--- src/rtl/vga_timing_pkg.sv ---
// VGA 640x480@60 timing constants and helpers.
// Shared by the timing generator and its counters.
package vga_timing_pkg;

    localparam int DEF_H_VISIBLE = 640;
    localparam int DEF_H_FRONT   = 16;
    localparam int DEF_H_SYNC    = 96;
    localparam int DEF_H_BACK    = 48;
    localparam int DEF_V_VISIBLE = 480;
    localparam int DEF_V_FRONT   = 10;
    localparam int DEF_V_SYNC    = 2;
    localparam int DEF_V_BACK    = 33;
    localparam logic DEF_SYNC_ACTIVE = 1'b0;

    localparam int DEF_H_TOTAL = DEF_H_VISIBLE + DEF_H_FRONT + DEF_H_SYNC + DEF_H_BACK;
    localparam int DEF_V_TOTAL = DEF_V_VISIBLE + DEF_V_FRONT + DEF_V_SYNC + DEF_V_BACK;
    localparam int DEF_XW = $clog2(DEF_H_TOTAL);
    localparam int DEF_YW = $clog2(DEF_V_TOTAL);

    // Sync pulse covers [sync_start, sync_end)
    function automatic int sync_start(input int vis, input int front);
        return vis + front;
    endfunction

    function automatic int sync_end(input int vis, input int front, input int sync);
        return vis + front + sync;
    endfunction

endpackage

--- src/rtl/vga_timing_gen_wrap_counter.sv ---
// Enabled modulo counter; resets to MAX so the first enabled edge wraps to 0.
// wrap_o flags the edge on which the count returns to zero.
module wrap_counter #(
    parameter int MAX   = 799,
    parameter int WIDTH = 10
) (
    input  logic             clk_i,
    input  logic             rst_i,
    input  logic             en_i,
    output logic [WIDTH-1:0] count_o,
    output logic             wrap_o
);

    localparam logic [WIDTH-1:0] MAX_V = WIDTH'(MAX);

    logic [WIDTH-1:0] r_count;

    assign wrap_o  = en_i && (r_count == MAX_V);
    assign count_o = r_count;

    always_ff @(posedge clk_i) begin
        if (rst_i) begin
            r_count <= MAX_V;
        end else if (wrap_o) begin
            r_count <= '0;
        end else if (en_i) begin
            r_count <= r_count + 1'b1;
        end
    end

endmodule

--- src/rtl/vga_timing_gen.sv ---
// VGA raster timing: pixel/line counters with registered sync, blank and strobes.
// Decodes are taken from the next position so every output matches the counters.
module vga_timing_gen
    import vga_timing_pkg::*;
#(
    parameter int   H_VISIBLE   = DEF_H_VISIBLE,
    parameter int   H_FRONT     = DEF_H_FRONT,
    parameter int   H_SYNC      = DEF_H_SYNC,
    parameter int   H_BACK      = DEF_H_BACK,
    parameter int   V_VISIBLE   = DEF_V_VISIBLE,
    parameter int   V_FRONT     = DEF_V_FRONT,
    parameter int   V_SYNC      = DEF_V_SYNC,
    parameter int   V_BACK      = DEF_V_BACK,
    parameter logic SYNC_ACTIVE = DEF_SYNC_ACTIVE,
    localparam int  H_TOTAL     = H_VISIBLE + H_FRONT + H_SYNC + H_BACK,
    localparam int  V_TOTAL     = V_VISIBLE + V_FRONT + V_SYNC + V_BACK,
    localparam int  XW          = $clog2(H_TOTAL),
    localparam int  YW          = $clog2(V_TOTAL)
) (
    input  logic          clk_i,
    input  logic          rst_i,
    output logic          hsync_o,
    output logic          vsync_o,
    output logic          video_on_o,
    output logic [XW-1:0] pixel_x_o,
    output logic [YW-1:0] pixel_y_o,
    output logic          line_end_o,
    output logic          frame_start_o
);

    localparam logic [XW-1:0] H_MAX  = XW'(H_TOTAL - 1);
    localparam logic [YW-1:0] V_MAX  = YW'(V_TOTAL - 1);
    localparam logic [XW-1:0] H_VIS  = XW'(H_VISIBLE);
    localparam logic [YW-1:0] V_VIS  = YW'(V_VISIBLE);
    localparam logic [XW-1:0] HS_BEG = XW'(sync_start(H_VISIBLE, H_FRONT));
    localparam logic [XW-1:0] HS_END = XW'(sync_end(H_VISIBLE, H_FRONT, H_SYNC));
    localparam logic [YW-1:0] VS_BEG = YW'(sync_start(V_VISIBLE, V_FRONT));
    localparam logic [YW-1:0] VS_END = YW'(sync_end(V_VISIBLE, V_FRONT, V_SYNC));

    logic [XW-1:0] w_h_cnt;
    logic [YW-1:0] w_v_cnt;
    logic          w_h_wrap;
    logic          w_v_wrap;
    logic [XW-1:0] w_h_nxt;
    logic [YW-1:0] w_v_nxt;

    logic r_hsync;
    logic r_vsync;
    logic r_video_on;
    logic r_line_end;
    logic r_frame_start;

    wrap_counter #(.MAX(H_TOTAL - 1), .WIDTH(XW)) u_h_cnt (
        .clk_i   (clk_i),
        .rst_i   (rst_i),
        .en_i    (1'b1),
        .count_o (w_h_cnt),
        .wrap_o  (w_h_wrap)
    );

    wrap_counter #(.MAX(V_TOTAL - 1), .WIDTH(YW)) u_v_cnt (
        .clk_i   (clk_i),
        .rst_i   (rst_i),
        .en_i    (w_h_wrap),
        .count_o (w_v_cnt),
        .wrap_o  (w_v_wrap)
    );

    // Position the counters will hold after this edge
    always_comb begin
        w_h_nxt = w_h_cnt + 1'b1;
        w_v_nxt = w_v_cnt;
        if (w_h_wrap) begin
            w_h_nxt = '0;
            w_v_nxt = w_v_wrap ? '0 : w_v_cnt + 1'b1;
        end
        if (rst_i) begin
            w_h_nxt = H_MAX;
            w_v_nxt = V_MAX;
        end
    end

    always_ff @(posedge clk_i) begin
        r_hsync       <= (w_h_nxt >= HS_BEG && w_h_nxt < HS_END) ? SYNC_ACTIVE : ~SYNC_ACTIVE;
        r_vsync       <= (w_v_nxt >= VS_BEG && w_v_nxt < VS_END) ? SYNC_ACTIVE : ~SYNC_ACTIVE;
        r_video_on    <= (w_h_nxt < H_VIS) && (w_v_nxt < V_VIS);
        r_line_end    <= (w_h_nxt == H_MAX);
        r_frame_start <= (w_h_nxt == '0) && (w_v_nxt == '0);
    end

    assign hsync_o       = r_hsync;
    assign vsync_o       = r_vsync;
    assign video_on_o    = r_video_on;
    assign pixel_x_o     = w_h_cnt;
    assign pixel_y_o     = w_v_cnt;
    assign line_end_o    = r_line_end;
    assign frame_start_o = r_frame_start;

endmodule

--- config.mk ---
export PLATFORM = sky130hd
export DESIGN_NAME = vga_timing_gen
export DESIGN_NICKNAME = d
export VERILOG_FILES = /design/src/rtl/vga_timing_pkg.sv /design/src/rtl/vga_timing_gen_wrap_counter.sv /design/src/rtl/vga_timing_gen.sv
export SDC_FILE = /design/constraint.sdc
export NUM_CORES = 1
export LEC_CHECK = 0
export BUFFER_PORTS_ARGS = -buffer_cell sky130_fd_sc_hd__buf_2
export CORE_MARGIN = 4
export CORE_UTILIZATION = 34
export DETAILED_ROUTE_END_ITERATION = 12
export SETUP_SLACK_MARGIN = 0.2
export SLEW_MARGIN = 20
export SYNTH_ARGS = -nofsm -noshare
export SYNTH_HDL_FRONTEND = slang
export SYNTH_SLANG_ARGS = --single-unit
export TNS_END_PERCENT = 1
--- constraint.sdc ---
create_clock -name clk_i -period 6.8 [get_ports clk_i]
set_input_delay 0.34 -clock clk_i [delete_from_list [all_inputs] [get_ports clk_i]]
set_output_delay 0.34 -clock clk_i [all_outputs]
set_load 0.05 [all_outputs]
==> out/qor.yml <==
synth-async-reset-ratio_pct: 0
worstMarginPinSlew_ns: 0.505
endpoint: "frame_start_o"
htree_levels: 1
first_pass_iters: 4
antenna_found_initial: 0
cts_resized: 0
path_class: "reg -> reg"
synth_mux_area_share_pct: 0.727
status: "completed"
ys_top_cells_by_count: "dfxtp_1, nand2_1, nor2_1"
crit_chain: "ha_1 > and4_1 > nand3_1 > nor3b_1 > a22oi_2 > or4_4 > nor4_2"
tritoncts: "done"
place_inst: 229
post_cts_buffers: 0
antenna_cells: 0
slew_viol_final: 0
setup_tns_ns: 0
globalRouteOverflowTotal: 0
synth_xor_area_share_pct: 5.09
clk_path_buf_depth: 2
portBuffers: 26
ant_nets: 0
r2r-end: "frame_start_o"
clk_latency_ns: 0.27
synth-simple-area-share_pct: 32.8
syn_inst: 163
boundaryPins: 27
placed_area_mm2: 0.00154
power_density_mw_per_mm2: 481
netlist_area_mm2: 0.00138
period_share_pct: 40.4
area_growth_pct: 14.8
wl_per_cell_um: 14.8
timing.rr.start: "u_h_cnt.count_o[1]"
synthAdderAreaFrac_pct: 2.72
drive_above_1_share_pct: 20.0
crit_path_start_kind: "flop"
ir_drop_mv: 0.191
finish.instance_area_mm2: 0.00158
rsz0062_at_grt: "no"
vias: 1290
synth-compound-area-share_pct: 17.8
root_buffer: "clkbuf_8"
ys_ff_latch: 25
nets: 191
fin_cells: 233
avgSynthCellArea_um2: 8.45
finalCriticalPeriod_ns: 2.75
timing.max_cap.violations: 0
drtIter0Drc: 113
worstPathArrival_ns: 2.93
grt_pass1_vias: 1156
die_w_um: 71.7
crit_start: "u_h_cnt.count_o[1]"
top_layer: "met4"
synth_top_area_share_pct: 36.3
ys_types: 45
post-route-util_pct: 41.6
die_h_um: 71.7
cts_buffers: 3
synth.area.top_cells: "dfxtp_1, a21o_1, nor3_1, nand2_1, nor2_1"
relSlewSlack_pct: 65.9
finClkSkew_ns: 0.00233
yosysWarnings: 0
hold_path.class: "in -> reg"
ys_seq_area_share_pct: 36.3
cts.sinks: 25
setup_viol: 0
vias_per_cell: 5.54
synth_top_family_by_area: "simple AND/OR/NAND/NOR gates"
hold_viol_final: 0
grt_pass1_wl_mm: 5.57
wl_met2_mm: 1.62
clkTransAtPathRegs_ns: 0.09
gp_congestion: 0.901
synth-edff-count: 0
hpwl_mm: 2.62
grt_use_total_pct: 13.5
max_stage_delay_ns: 0.51
synth_nets: 168
synth.most_common_cell: "dfxtp_1"
coreArea_mm2: 0.00380
r2r_cells: 7
met1_length_mm: 1.61
rows: 22
whs_path_depth: 2
ys.flop_type: "dfxtp_1"
postCtsHoldBufs: 0
timing.fmax_mhz: 364
yosysTopAreaCell: "dfxtp_1"
cp_slowest_cell: "or4_4"
grt_max_degree: 25
crit_path_end_kind: "flop"
wl_met3_um: 171
start_util_pct: 36.3
power.leakage_nw: 0.657
cp.required_ns: 6.98
critPathMaxFanout: 14
die_area_mm2: 0.00513
rrSetupSlack_ns: 4.05
drt-total-wl_mm: 3.45
drc: 0
-- critical path, delay by kind of cell (launching register included) --
family,cells,cell delay [ns]
AOI/OAI and AO/OA,1,0.12
adders and majority gates,1,0.27
DFF,1,0.42
and+or+nand+nor,5,1.85
-- worst min-delay path by stage --
stage | slack, ns | from | end
floorplan | 0.54 | rst_i | u_h_cnt.count_o[7]
global placement | 0.55 | u_v_cnt.count_o[8] | u_v_cnt.count_o[8]
detailed placement | 0.56 | u_v_cnt.count_o[7] | u_v_cnt.count_o[7]
CTS | 0.47 | rst_i | u_v_cnt.count_o[5]
global route | 0.50 | rst_i | u_v_cnt.count_o[5]
finish | 0.47 | rst_i | u_v_cnt.count_o[5]
-- report_power, final --
part,total [mW],switching [mW],internal [mW]
combinational,0.438,0.299,0.139
clock,0.0908,0.0497,0.0411
sequential,0.232,0.0518,0.180
-- logic make-up after synthesis --
family	after synthesis
simple gates	76
fa+ha+maj	3
compound gates	34
buf+inv	16
mux	1
xor+xnor	8
flops	25
-- sequential cells by signal, summed over array words and instances, names as in the netlist --
register and count:
u_v_cnt.count_o 10, vsync_o 1, line_end_o 1, hsync_o 1, video_on_o 1, frame_start_o 1
u_h_cnt.count_o 10
-- area by class of cell --
class	count	area, µm²
fillers	391	2220
clock inverters	1	5.00
clock buffers	3	41.3
inverters	8	30.0
well taps	48	60.1
flip-flops and latches	25	500
multi-input cells	122	815
repair buffers	26	130
-- layer usage --
metal  GRT usage, %  up-vias
met1           17.6      606
met3           2.81        4
li1               -      648
met5              0        -
met4           6.05        0
met2           21.4       32
-- cells in the final DEF, fill, tap and decap left out, types with 2 or more instances in the layout --
| cell | n |
|---|---|
| nor3b_1 | 4 |
| dfxtp_1 | 25 |
| and3_1 | 3 |
| a21o_1 | 7 |
| buf_2 | 26 |
| a21oi_1 | 7 |
| nand4_1 | 5 |
| nor3_1 | 9 |
| o21bai_1 | 2 |
| nand3_1 | 7 |
| or4_1 | 2 |
| a211oi_1 | 2 |
| xor2_1 | 4 |
| inv_1 | 8 |
| nand2_1 | 12 |
| xnor2_1 | 4 |
| nand4b_1 | 2 |
| nor2_1 | 11 |
| ha_1 | 3 |
| and4_1 | 2 |
| o21ai_0 | 4 |
| or3_1 | 5 |
| nand2b_1 | 3 |
| nor4_1 | 4 |
| clkbuf_8 | 3 |
-- per-stage QoR --
step	hold slack (ns)	setup slack [ns]	total power [mW]
after CTS	0.473	4.07	0.760
after detailed placement	0.560	4.09	0.669
after floorplan	0.539	4.03	0.578
after global placement	0.553	4.28	0.667
after global routing	0.497	3.85	0.806
final	0.472	4.05	0.761
Power figures use the tool's default switching activity.
